File: src/rtl/issue_scoreboard.sv
// rtl/issue_scoreboard.sv - register scoreboard and issue gate between decode and execute
// Holds issue on RAW/WAW hazards or when too many register writes are outstanding.
module issue_scoreboard #(
  parameter int MAX_INFLIGHT = 4,
  parameter int CNT_W        = 3,
  parameter int STALL_W      = 16
) (
  input  logic               clk,
  input  logic               rst,
  input  logic               flush,
  input  logic               issue_valid,
  output logic               issue_ready,
  input  logic [1:0]         issue_type,
  input  logic [4:0]         src1,
  input  logic [4:0]         src2,
  input  logic [4:0]         dest,
  input  logic               wb_valid,
  input  logic [4:0]         wb_dest,
  output logic [31:0]        busy_vec,
  output logic [CNT_W-1:0]   inflight,
  output logic [STALL_W-1:0] stall_cnt,
  output logic               wb_err
);

  localparam logic [CNT_W:0] MaxInflight = MAX_INFLIGHT[CNT_W:0];

  logic [31:0]        busy_q, busy_d;
  logic [CNT_W-1:0]   inflight_q, inflight_d;
  logic [STALL_W-1:0] stall_q, stall_d;
  logic               wb_err_q, wb_err_d;

  logic        reads1, reads2, writes;
  logic [31:0] wb_mask, busy_eff, set_mask;
  logic        wb_release, raw, waw, cap_full, fire, fire_write;
  logic [CNT_W:0] inflight_net;

  always_comb begin
    reads1 = (issue_type == 2'b01) || (issue_type == 2'b10);
    reads2 = (issue_type == 2'b01) || (issue_type == 2'b11);
    writes = (issue_type == 2'b01) || (issue_type == 2'b10);

    wb_mask    = wb_valid ? (32'd1 << wb_dest) : 32'd0;
    busy_eff   = busy_q & ~wb_mask;
    wb_release = wb_valid && busy_q[wb_dest] && (wb_dest != 5'd0);

    // r0 is never busy, so a zero operand can never hazard.
    raw = (reads1 && (src1 != 5'd0) && busy_eff[src1]) ||
          (reads2 && (src2 != 5'd0) && busy_eff[src2]);
    waw = writes && busy_eff[dest];

    inflight_net = {1'b0, inflight_q} - {{CNT_W{1'b0}}, wb_release};
    cap_full     = writes && (dest != 5'd0) && (inflight_net >= MaxInflight);

    issue_ready = !flush && !raw && !waw && !cap_full;
    fire        = issue_valid && issue_ready;
    fire_write  = fire && writes && (dest != 5'd0);
    set_mask    = fire_write ? (32'd1 << dest) : 32'd0;
  end

  always_comb begin
    busy_d     = busy_q;
    inflight_d = inflight_q;
    wb_err_d   = wb_err_q;
    stall_d    = stall_q;
    if (flush) begin
      busy_d     = 32'd0;
      inflight_d = '0;
    end else begin
      // Release first, then set: a same-cycle wb and issue to one reg leaves it busy.
      busy_d     = (busy_q & ~(wb_release ? wb_mask : 32'd0)) | set_mask;
      inflight_d = inflight_q + {{(CNT_W-1){1'b0}}, fire_write}
                              - {{(CNT_W-1){1'b0}}, wb_release};
      if (wb_valid && !wb_release) wb_err_d = 1'b1;
      if (issue_valid && !issue_ready && !(&stall_q)) stall_d = stall_q + 1'b1;
    end
  end

  always_ff @(posedge clk) begin
    if (rst) begin
      busy_q     <= 32'd0;
      inflight_q <= '0;
      stall_q    <= '0;
      wb_err_q   <= 1'b0;
    end else begin
      busy_q     <= busy_d;
      inflight_q <= inflight_d;
      stall_q    <= stall_d;
      wb_err_q   <= wb_err_d;
    end
  end

  assign busy_vec  = busy_q;
  assign inflight  = inflight_q;
  assign stall_cnt = stall_q;
  assign wb_err    = wb_err_q;

endmodule

File: config.mk
export PLATFORM = sky130hd
export DESIGN_NAME = issue_scoreboard
export DESIGN_NICKNAME = d
export VERILOG_FILES = /design/src/rtl/issue_scoreboard.sv
export SDC_FILE = /design/constraint.sdc
export NUM_CORES = 1
export LEC_CHECK = 0
export BUFFER_PORTS_ARGS = -buffer_cell sky130_fd_sc_hd__buf_2
export CAP_MARGIN = 20
export CORE_UTILIZATION = 51
export DETAILED_ROUTE_END_ITERATION = 10
export PLACE_DENSITY_LB_ADDON = 0.1
export SLEW_MARGIN = 5
export SYNTH_ARGS = -nofsm -noshare
export SYNTH_HDL_FRONTEND = slang
export SYNTH_SLANG_ARGS = --single-unit
File: constraint.sdc
create_clock -name clk -period 9.9 [get_ports clk]
set_clock_uncertainty 0.05 [all_clocks]
set_input_delay 0 -clock clk [delete_from_list [all_inputs] [get_ports clk]]
set_output_delay 0 -clock clk [all_outputs]
set_load 0.1 [all_outputs]
==> reports/summary.md <==
* status: complete, no violations
* total half-perimeter wirelength after legalization and detailed placement: 10,200 um
* final worst-path setup slack: 6400 ps
* Pins Over Slew Limit: 0
* transition time at the pin with the least slew margin: 596 ps
* ordered cell list for the critical path: mux4_2 -> nor3b_1 -> a221oi_1 -> o22ai_2 -> nor3_1 -> mux2i_2 -> nor2_4 -> nand3_4 -> ha_1 -> inv_1 -> ha_1 -> fa_1 -> xor2_1 -> nor3_1
* DRC viols: 0
* Fmax achieved: 286 MHz
* hold path endpoint: wb_err
* hold slack final: 80.4 ps
* Area Growth Syn to Fin: 11.4%
* Core Area: 8180 um2
* Critical Path RT: 10,100 ps
* fraction of synthesized cell area taken by the top area cell type: 24.2%
* category of the worst setup path capture point: register
* Sequential Area: 1040 um2
* cell type contributing the most total cell area after synthesis: dfxtp_1
* cell class contributing the biggest share of worst-path delay: simple AND/OR/NAND/NOR gates
* clock buffer count from CTS: 5
* standard cell with the maximum stage delay on the critical path: mux4_2
* Detailed Routing Iterations Pass 1: 5
* starting utilization of the core area: 52.5%
* Largest stage delay, worst path: 480 ps
* number of maximum-capacitance violations: 0
* classification of the worst-slack hold path: input pin to register
* Die X-Extent: 93.8 um
* number of synthesized register bits: 52
* RePlAce Congestion: 0.943
* synthesized area divided by synthesized cell count: 8.71 um2
* Skew-Pair Late Insertion Delay: 320 ps
* end of the worst register-to-register path: inflight[2]
* Synth Net Count: 528
* PortBufs: 79
* post-placement setup slack: 6100 ps
* share of the synthesized area in compound gates (AO/OA/AOI/OAI): 25.3%
* cell count after synthesis: 493
* CTS tree: done
* die footprint: 8790 um2
* CTS Sinks: 52
* xor/xnor cell area share of the yosys netlist: 2.24%
* critical setup path kind: register to register
* arrival time reported for the critical path endpoint: 3700 ps
* Total Wirelength: 14,000 um
* first-pass GRT wire length: 21,400 um
* number of buffer and inverter stages on the critical path: 1
* normalized max-slew margin: 60.0%
* number of cell instances on the worst register-to-register path: 14
* post-synthesis mux area share: 17.7%
* Clock Tree Buf Depth: 2
* startpoint of the lowest-slack register-to-register path: busy_vec[10]
* die boundary height: 93.8 um
* ranking of synthesized cells by area: dfxtp_1, mux2i_1, mux4_2
* row cnt: 33
* final setup violation count: 0
* standby leakage power: 1.83 nW
* largest net degree at the start of global routing: 39
* worst supply voltage drop on vdd: 0.0740 mV
* share of post-route cells with drive strength above 1: 24.4%
* grt total ovfl: 0
* clock-pin slew reported for the worst setup and hold paths after clock tree synthesis: 100 ps
* count of endpoints failing hold in the final timing report: 0
* RSZ-0062 raised after global routing: false
* number of top-level design ports: 80
* Post-Route Setup TNS: 0 ps
* worst hold stages: 2
* Synth Flop Type: dfxtp_1
* number of global-route vias before repair: 3,886
* post-route fraction of the period consumed by the critical path: 35.4%
* Inserted Diodes: 0
* Pwr per Cell Area: 99.0 nW/um2
* final layout net count: 579
* count of unique library cells instantiated by Yosys: 76
* Final Critical Period: 3500 ps
* library cell used as clock root buffer: clkbuf_8
* vias: 4,466
* part of the Yosys area used for sequential elements: 24.2%
* H-tree levels: 2
* number of enable flip-flop cells after synthesis: 0
* iteration-0 DRC count of the detailed router: 439
* Yosys warning total: 0
* hold path start: rst
* dominant combinational cell family by area after synthesis: compound AO/OA/AOI/OAI gates
* arithmetic-cell share of the synthesized area counting full adders, half adders and majority gates: 2.51%
* post-synthesis async set-or-reset flop share: 0%
* post-synthesis cell area: 4300 um2
* wire per inst: 21.5 um
* multi-input gate area in the final layout: 3010 um2
* CP Launch Type: register
* fill cell instance count of the final layout: 763
* total track usage: 31.9%
* CP max FO: 9
* Vias/cell: 6.87
* worst setup slack for register-to-register paths: 6400 ps
* residual antenna-violating net count after detailed routing: 0
* area share of and/or/nand/nor cells after synthesis: 22.2%
* antenna violations before repair: 0
## how the worst max path moves through the flow
| stage | start | slack, ps | end | cells after the start |
|---|---|---|---|---|
| final | busy_vec[10] | 6400 | inflight[2] | 14 |
| after global routing | wb_dest[0] | 6090 | inflight[2] | 15 |
| after floorplan | busy_vec[9] | 5600 | inflight[2] | 14 |
| after global placement | wb_dest[0] | 6160 | inflight[2] | 15 |
| after detailed placement | wb_dest[0] | 6100 | inflight[2] | 15 |
| after CTS | wb_dest[0] | 6420 | inflight[2] | 15 |
## metrics by stage
stage	cell area [um2]	power (mW)	instances	util, %
CTS	4780	0.475	650	58.5
floorplan	4300	0.300	493	-
detailed placement	4650	0.324	640	56.9
global placement	4650	0.323	640	56.9
global route	4780	0.491	650	58.5
finish	4780	0.474	650	58.5
## registers in the layout (all words and copies together), names as in the netlist
register   cells
inflight       3
stall_cnt     16
busy_vec      32
wb_err         1
## where the power goes
part | switching [mW] | internal, mW
registers | 0.00171 | 0.211
clock network | 0.0754 | 0.0766
logic | 0.0786 | 0.0308
total | 0.156 | 0.318
## layer usage
layer / up-vias / track usage, % / routed length, um
met3: 36 / 6.15 / 1460
li1: 2021 / - / -
met4: 0 / 12.7 / 383
met5: - / 0 / 0
met1: 2151 / 45.2 / 6050
met2: 258 / 47.2 / 6080
## repair_timing
item,CTS,global route
setup buffers,0,0
resized for setup,0,0
hold buffers,2,0
setup endpoints to repair,0,0
hold endpoints to repair,8,0
## synthesized netlist by cell type (6+ instances only)
master / n
a21oi_1: 9
a311oi_1: 18
buf_2: 18
clkbuf_1: 16
dfxtp_1: 52
ha_1: 7
inv_1: 19
mux2_2: 7
mux2i_1: 35
mux4_2: 12
nand2_1: 23
nand2b_1: 10
nand3_1: 13
nand4_1: 6
nor2_1: 25
nor2b_1: 15
nor3_1: 17
o211ai_1: 33
o21ai_0: 43
o31ai_1: 10
or3_1: 10
## cell type report
class / instances / area share [%]
multi-input cells: 384 / 62.8
flip-flops and latches: 52 / 21.8
repair buffers: 82 / 8.84
well taps: 105 / 2.75
clock buffers: 6 / 1.52
inverters: 19 / 1.49
clock inverters: 2 / 0.811
## cell usage in the layout (no fill, tap or decap), types with 12 or more instances in the layout
master    count
mux4_2       12
o211ai_1     33
nor2_1       24
nor2b_1      15
nand3_1      13
nor3_1       17
buf_2        79
mux2i_1      35
dfxtp_1      52
nand2_1      23
inv_1        19
a311oi_1     18
o21ai_0      43
## cells by family (layout without fill, tap and decap cells)
kind of cell             after synthesis  after routing
flip-flops                            52             52
AO/OA/AOI/OAI                        151            151
adder cells (fa/ha/maj)                8              8
buffers and inverters                 57            109
AND/OR/NAND/NOR                      159            159
XOR/XNOR                               8              8
multiplexers                          58             58
Power figures use the tool's default switching activity.
